## src/rtl/dice_roller.sv

```systemverilog
// rtl/dice_roller.sv - two-player button debounce, LFSR dice and roll/lock FSMs
// Each die rolls while its debounced button is held and stays frozen until the scorer ends the round.
module dice_roller #(
   parameter int         DEBOUNCE_CYC = 20000,
   parameter int         ROLL_DIV     = 50000,
   parameter logic [7:0] SEED1        = 8'h5A,
   parameter logic [7:0] SEED2        = 8'hA5
) (
   input  logic       clk,
   input  logic       rst,
   input  logic       i_btn1,
   input  logic       i_btn2,
   input  logic       i_times,
   output logic       o_start1,
   output logic       o_start2,
   output logic [3:0] o_dice1,
   output logic [3:0] o_dice2,
   output logic       o_locked1,
   output logic       o_locked2,
   output logic       o_both_locked
);

   localparam int DW = (DEBOUNCE_CYC > 1) ? $clog2(DEBOUNCE_CYC) : 1;
   localparam int RW = (ROLL_DIV > 1) ? $clog2(ROLL_DIV) : 1;
   localparam logic [DW-1:0] DEB_MAX  = DW'(DEBOUNCE_CYC - 1);
   localparam logic [RW-1:0] ROLL_MAX = RW'(ROLL_DIV - 1);

   typedef enum logic [1:0] {IDLE, ROLL, LOCK} state_t;

   logic [1:0]    r_btn_meta, r_btn_sync, r_stable, r_stable_d;
   logic          r_times_meta, r_times_sync, r_times_d;
   logic [DW-1:0] r_deb [2];
   logic [7:0]    r_lfsr [2];
   logic [RW-1:0] r_div [2], w_div_nxt [2];
   logic [3:0]    r_dice [2], w_dice_nxt [2], w_sum [2];
   state_t        r_state [2], w_state_nxt [2];
   logic [1:0]    r_start, w_start_nxt, r_locked, w_locked_nxt;
   logic          r_both;
   logic [1:0]    w_rise, w_fall;
   logic          w_times_fall;

   always_ff @(posedge clk or negedge rst) begin
      if (!rst) begin
         r_btn_meta   <= '0;
         r_btn_sync   <= '0;
         r_stable_d   <= '0;
         r_times_meta <= 1'b0;
         r_times_sync <= 1'b0;
         r_times_d    <= 1'b0;
      end else begin
         r_btn_meta   <= {i_btn2, i_btn1};
         r_btn_sync   <= r_btn_meta;
         r_stable_d   <= r_stable;
         r_times_meta <= i_times;
         r_times_sync <= r_times_meta;
         r_times_d    <= r_times_sync;
      end
   end

   // Debounce accepts a level only after DEBOUNCE_CYC consecutive differing samples.
   always_ff @(posedge clk or negedge rst) begin
      if (!rst) begin
         for (int i = 0; i < 2; i++) begin
            r_deb[i] <= '0;
         end
         r_stable  <= '0;
         r_lfsr[0] <= SEED1;
         r_lfsr[1] <= SEED2;
      end else begin
         for (int i = 0; i < 2; i++) begin
            if (r_btn_sync[i] != r_stable[i]) begin
               if (r_deb[i] == DEB_MAX) begin
                  r_stable[i] <= r_btn_sync[i];
                  r_deb[i]    <= '0;
               end else begin
                  r_deb[i] <= r_deb[i] + 1'b1;
               end
            end else begin
               r_deb[i] <= '0;
            end
            r_lfsr[i] <= {r_lfsr[i][6:0], ^(r_lfsr[i] & 8'hB8)};
         end
      end
   end

   assign w_rise       = r_stable & ~r_stable_d;
   assign w_fall       = ~r_stable & r_stable_d;
   assign w_times_fall = ~r_times_sync & r_times_d;

   always_ff @(posedge clk or negedge rst) begin
      if (!rst) begin
         for (int i = 0; i < 2; i++) begin
            r_state[i] <= IDLE;
            r_div[i]   <= '0;
            r_dice[i]  <= '0;
         end
         r_start  <= '0;
         r_locked <= '0;
         r_both   <= 1'b0;
      end else begin
         for (int i = 0; i < 2; i++) begin
            r_state[i] <= w_state_nxt[i];
            r_div[i]   <= w_div_nxt[i];
            r_dice[i]  <= w_dice_nxt[i];
         end
         r_start  <= w_start_nxt;
         r_locked <= w_locked_nxt;
         r_both   <= r_locked[0] & r_locked[1];
      end
   end

   always_comb begin
      w_start_nxt  = r_start;
      w_locked_nxt = r_locked;
      for (int i = 0; i < 2; i++) begin
         w_state_nxt[i] = r_state[i];
         w_div_nxt[i]   = r_div[i];
         w_dice_nxt[i]  = r_dice[i];
         w_sum[i]       = r_dice[i] + 4'd1 + {2'b00, r_lfsr[i][1:0]};
         if (w_sum[i] > 4'd6) begin
            w_sum[i] = w_sum[i] - 4'd6;
         end
         case (r_state[i])
            IDLE: begin
               if (w_rise[i] && !r_times_sync) begin
                  w_state_nxt[i] = ROLL;
                  w_div_nxt[i]   = '0;
                  w_start_nxt[i] = 1'b1;
               end
            end
            ROLL: begin
               // Release wins over a terminal count so the value seen at start's fall is final.
               if (w_fall[i]) begin
                  w_state_nxt[i]  = LOCK;
                  w_start_nxt[i]  = 1'b0;
                  w_locked_nxt[i] = 1'b1;
               end else if (r_div[i] == ROLL_MAX) begin
                  w_div_nxt[i]  = '0;
                  w_dice_nxt[i] = w_sum[i];
               end else begin
                  w_div_nxt[i] = r_div[i] + 1'b1;
               end
            end
            LOCK: begin
               if (w_times_fall) begin
                  w_state_nxt[i]  = IDLE;
                  w_locked_nxt[i] = 1'b0;
               end
            end
            default: begin
               w_state_nxt[i] = IDLE;
            end
         endcase
      end
   end

   assign o_start1      = r_start[0];
   assign o_start2      = r_start[1];
   assign o_dice1       = r_dice[0];
   assign o_dice2       = r_dice[1];
   assign o_locked1     = r_locked[0];
   assign o_locked2     = r_locked[1];
   assign o_both_locked = r_both;

endmodule

```

## config.mk

```make
export PLATFORM = sky130hd
export DESIGN_NAME = dice_roller
export DESIGN_NICKNAME = d
export VERILOG_FILES = /design/src/rtl/dice_roller.sv
export SDC_FILE = /design/constraint.sdc
export NUM_CORES = 1
export LEC_CHECK = 0
export CORE_MARGIN = 2
export CORE_UTILIZATION = 62
export CTS_CLUSTER_DIAMETER = 30
export DETAILED_ROUTE_END_ITERATION = 10
export GPL_ROUTABILITY_DRIVEN = 0
export PLACE_DENSITY = 0.79
export REMOVE_ABC_BUFFERS = 1
export SYNTH_ARGS = -nofsm -noshare
export SYNTH_HDL_FRONTEND = slang
export SYNTH_SLANG_ARGS = --single-unit
```

## constraint.sdc

```tcl
create_clock -name clk -period 3.65 [get_ports clk]
set_input_delay 0.73 -clock clk [delete_from_list [all_inputs] [get_ports clk]]
set_output_delay 0.73 -clock clk [all_outputs]
set_load 0.01 [all_outputs]
```

==> impl.org <==
** Run status
- Run status :: completed

** STA
- RSZ-0062 raised after global routing :: false
- At the pin with the least slew margin, the transition time is approximately 1.0 ns.
- Worst hold margin :: 0.360 ns
- Final Max Slew Viols :: 0
- Number of hold violations in the final report :: 0
- Setup TNS :: 0 ns
- Largest clock skew in the final design :: around 0.014 ns
- Minimum clock period after layout :: 2.50 ns
- In this run the tightest slew margin relative to its limit is roughly 33%.
- After layout, the worst path uses around 69% of the clock period.
- Fmax :: ~0.40 GHz
- Number of failing setup endpoints in the final timing report :: 0

** Min path
- The tightest min-delay check is of the reg2reg type.
- In this run the most critical hold path is launched from r_btn_meta[1].
- End of the worst hold path :: r_btn_sync[1]
- Hold Crit Depth :: 0

** Global routing
- GRT Resource Usage Total :: 22.3%
- Global routing finished with a remaining overflow of 0.
- Antenna violations before repair :: 0
- Number of global-route vias before repair :: around 3,500
- Pin count of the biggest net entering global routing :: 56
- The first global-routing pass estimated 15.6 mm of wire.

** Yosys
- Netlist Area Pre-Place :: a little over 0.005 mm2
- Post-Synth XOR/XNOR Area :: under 10%
- Count of flip-flops with a built-in enable after synthesis :: 0
- The largest total area in the synthesized netlist belongs to sky130_fd_sc_hd__dfrtp_1.
- Yosys Warn Count :: 0
- Area fraction in and, or, nand and nor cells after synthesis :: a little under a quarter
- Summing the areas of all compound-gate instances in the mapped netlist gives approximately 7.4% of the synthesized area.
- Leading post-synthesis cells by cell area :: sky130_fd_sc_hd__dfrtp_1 48%, sky130_fd_sc_hd__xnor2_1 5.7%, sky130_fd_sc_hd__nor2_1 4.7%, sky130_fd_sc_hd__dfstp_2 4.1%, sky130_fd_sc_hd__xor2_1 4.0%
- Flops & latches, synth :: ~110
- By area, the combinational part of the netlist is dominated by simple AND/OR/NAND/NOR gates.
- Number of instances in the synthesized netlist :: ~500
- For this run, asynchronously set or reset flops after synthesis account for 100%.
- Syn Area/Cell :: a little over 10 um2
- Of the total synthesized cell area, the portion taken by full adders, half adders and majority gates is 3.25%.
- The top cell type by area accounts for approximately 48% of the synthesized area.
- Library cells used by synthesis :: 55
- The share of the Yosys chip area taken by registers is around 52%.
- Post-synthesis mux area share :: under 10%
- The most used flip-flop cell after synthesis is sky130_fd_sc_hd__dfrtp_1.

** Clock network
- For this design, the CTS-stage hold fixing added 0 buffers.
- At the later pin of the worst-skew pair, clock insertion delay measures ~0.37 ns.
- The clock drives between 100 and 150 sinks.
- In this run the post-CTS setup repair buffer count came out at 0.
- Clock buffer depth :: 2
- Reg clk slew, reported paths :: 0.09 ns
- TritonCTS clock tree :: built
- Clock root buffer :: sky130_fd_sc_hd__clkbuf_8
- CTS H-tree depth :: 3
- Gates resized during post-CTS repair numbered 0.
- Counting the buffers created by CTS gives 9.

** Detailed routing
- The final layout contains routed wiring with a total length of approximately 9 mm.
- DR WL/cell :: about 14 um
- The final route contains 3,583 vias.
- First-pass DRT Iterations :: 4
- Number of DRC violations after detailed routing :: 0
- Post-route ant nets :: 0
- The first routing iteration left approximately 130 violations.
- Dividing the detail-routed via count by the number of cells gives ~5.7.

** Die
- The die is between 90 and 100 um wide.
- For this configuration, the core starts out at a cell density of ~63%.
- Number of top-level design ports :: 18
- The die is roughly 95 um tall.
- Die Footprint :: 0.00894 mm2
- Number of placement rows :: 33
- Area of the placeable core :: between 0.008 and 0.009 mm2

** Setup path
- Along the worst path, the maximum fanout reaches 6.
- Register-to-Register Setup Slack :: 1.15 ns
- At the worst endpoint, the required time is a little under 4 ns.
- Biggest cell delay along the critical path :: 0.53 ns
- Critical Path Source Type :: flop
- Type of destination of the critical path :: flop
- Data on the critical path arrives at its endpoint at 2.73 ns.
- Reg2reg start :: r_lfsr[0]
- In this run the critical register-to-register path is captured at o_dice2[3].
- Category of cells accounting for the largest share of critical-path delay :: adder cells
- By instance count, the cell type seen most on the critical path is sky130_fd_sc_hd__ha_1.
- CP cell instances :: inv_1 > ha_1 > fa_1 > xnor2_1 > ha_1 > and3b_1 > mux2_2 > a21oi_1 > a31oi_1
- The worst register-to-register path has a depth of 9.
- Worst path bufs/invs :: 1
- The critical path in this run is classified as reg2reg.
- Crit-path slowest cell :: sky130_fd_sc_hd__dfstp_2

** Layout
- Growth of design area from synthesis to finish :: 8.99%
- Leaving out fill and tap cells, the most frequent cell in the layout is sky130_fd_sc_hd__dfrtp_1.
- Final Instance Count excl. Fillers :: roughly 630
- Area of combinational cells with multiple inputs :: between 0.002 and 0.0025 mm2
- Fill cells in the final layout number between 600 and 700.
- Antenna cell count :: 0
- Flip-flop and latch area :: 0.00266 mm2
- In the layout the commonest cells are 98 x sky130_fd_sc_hd__dfrtp_1, 63 x sky130_fd_sc_hd__nor2_1, 37 x sky130_fd_sc_hd__nand2_1.
- Final net count :: 536
- In the final layout, the share of cells above drive strength 1 is under 10%.

** Pwr
- Peak VDD IR :: 0.228 mV
- The share of total power dissipated in combinational logic is under 10%.
- The analysis attributes to net switching a power of ~420 uW.
- Sw frac :: 21.6%
- After layout, the design draws a total of between 1500 and 2000 uW.
- The internal portion of the total power is ~1500 uW.
- Of the total power, the clock network draws 36.6%.
- Leakage power summed over all cells :: about 0.0024 uW
- Registers are responsible for roughly 61% of the overall power.
- Power spread over the standard cell area amounts to between 300 and 400 mW/mm2.

** Job
- The tool flagged a number of max-cap violations equal to 0.

** Placement
- In this run, placement finished with an instance count of about 610.
- Number of buffers added on ports :: 17
- DP HPWL :: 6.24 mm
==> power groups by stage <==
| stage | clock, uW | combinational, uW | sequential, uW |
|---|---|---|---|
| 2_1_floorplan | 0 | 14.2 | 1210 |
| 3_3_place_gp | 0 | 45.2 | 1210 |
| 3_5_place_dp | 0 | 47.1 | 1210 |
| 4_1_cts | 738 | 47.2 | 1190 |
| 5_1_grt | 785 | 53.5 | 1190 |
| 6_report | 713 | 44.6 | 1190 |
==> through the flow <==
step | setup WS, ns | cell area (um2) | util [%]
finish | 1.15 | 5540 | 68.4
global placement | 1.28 | 5340 | 66.0
detailed placement | 1.17 | 5340 | 66.0
global route | 1.01 | 5540 | 68.4
floorplan | 1.35 | 5030 | -
CTS | 1.16 | 5540 | 68.4
==> synth_stat cells (all sizes together) (2+ instances only) <==
library cell / number
dfrtp: 98
nor2: 65
nand2: 38
xnor2: 33
o21ai: 26
nand3: 25
xor2: 23
inv: 21
nand4: 18
nor3: 16
a21oi: 13
and3: 11
ha: 10
nor4: 10
nand2b: 9
a31oi: 8
dfstp: 8
nor2b: 8
clkbuf: 5
mux2: 5
mux2i: 5
buf: 4
and2: 3
and4: 3
or3: 3
or4b: 3
a22o: 2
a41oi: 2
and4b: 2
fa: 2
o211ai: 2
o21ba: 2
or2: 2
==> worst register-to-register path: stages, from the launching register on <==
cell and delay, ns:
sky130_fd_sc_hd__dfstp_2 0.53, sky130_fd_sc_hd__inv_1 0.04, sky130_fd_sc_hd__ha_1 0.20, sky130_fd_sc_hd__fa_1 0.48, sky130_fd_sc_hd__xnor2_1 0.25, sky130_fd_sc_hd__ha_1 0.22
sky130_fd_sc_hd__and3b_1 0.19, sky130_fd_sc_hd__mux2_2 0.26, sky130_fd_sc_hd__a21oi_1 0.14, sky130_fd_sc_hd__a31oi_1 0.05
==> cell type report <==
type | count | area share [%]
Timing Repair Buffer | 19 | 3.30
Tap cell | 105 | 2.37
Sequential cell | 106 | 48.1
Clock buffer | 11 | 2.55
Inverter | 22 | 1.49
Multi-Input combinational cell | 361 | 41.3
Clock inverter | 4 | 0.949
==> registers in the layout, indices dropped and copies added, names as in the netlist, 2 cells and up <==
name,count
r_div,32
r_deb,30
r_lfsr,16
o_dice1,4
o_dice2,4
r_state,4
r_btn_meta,2
r_btn_sync,2
r_locked,2
r_stable,2
r_stable_d,2
r_start,2
==> worst max-delay path by stage <==
stage	to	depth (start not counted)	start
finish	o_dice2[3]	9	r_lfsr[0]
global route	o_dice2[3]	9	r_lfsr[0]
CTS	o_dice2[3]	9	r_lfsr[0]
detailed placement	o_dice2[3]	9	r_lfsr[0]
global placement	o_dice2[3]	9	r_lfsr[0]
floorplan	o_dice2[3]	9	r_lfsr[0]
==> cells by family after synthesis <==
| family | Yosys count |
|---|---|
| and+or+nand+nor | 221 |
| DFF | 106 |
| AOI/OAI and AO/OA | 62 |
| xor gates and xnor gates | 56 |
| buffers and inverters | 31 |
| adders and majority gates | 12 |
| muxes | 10 |
==> layer usage <==
layer / track usage [%] / wire length [um]
met5: 0 / 0
met4: 7.49 / 97
met3: 4.87 / 236
met2: 36.8 / 4340
met1: 29.5 / 4280
(Power assumes the default switching activity.)
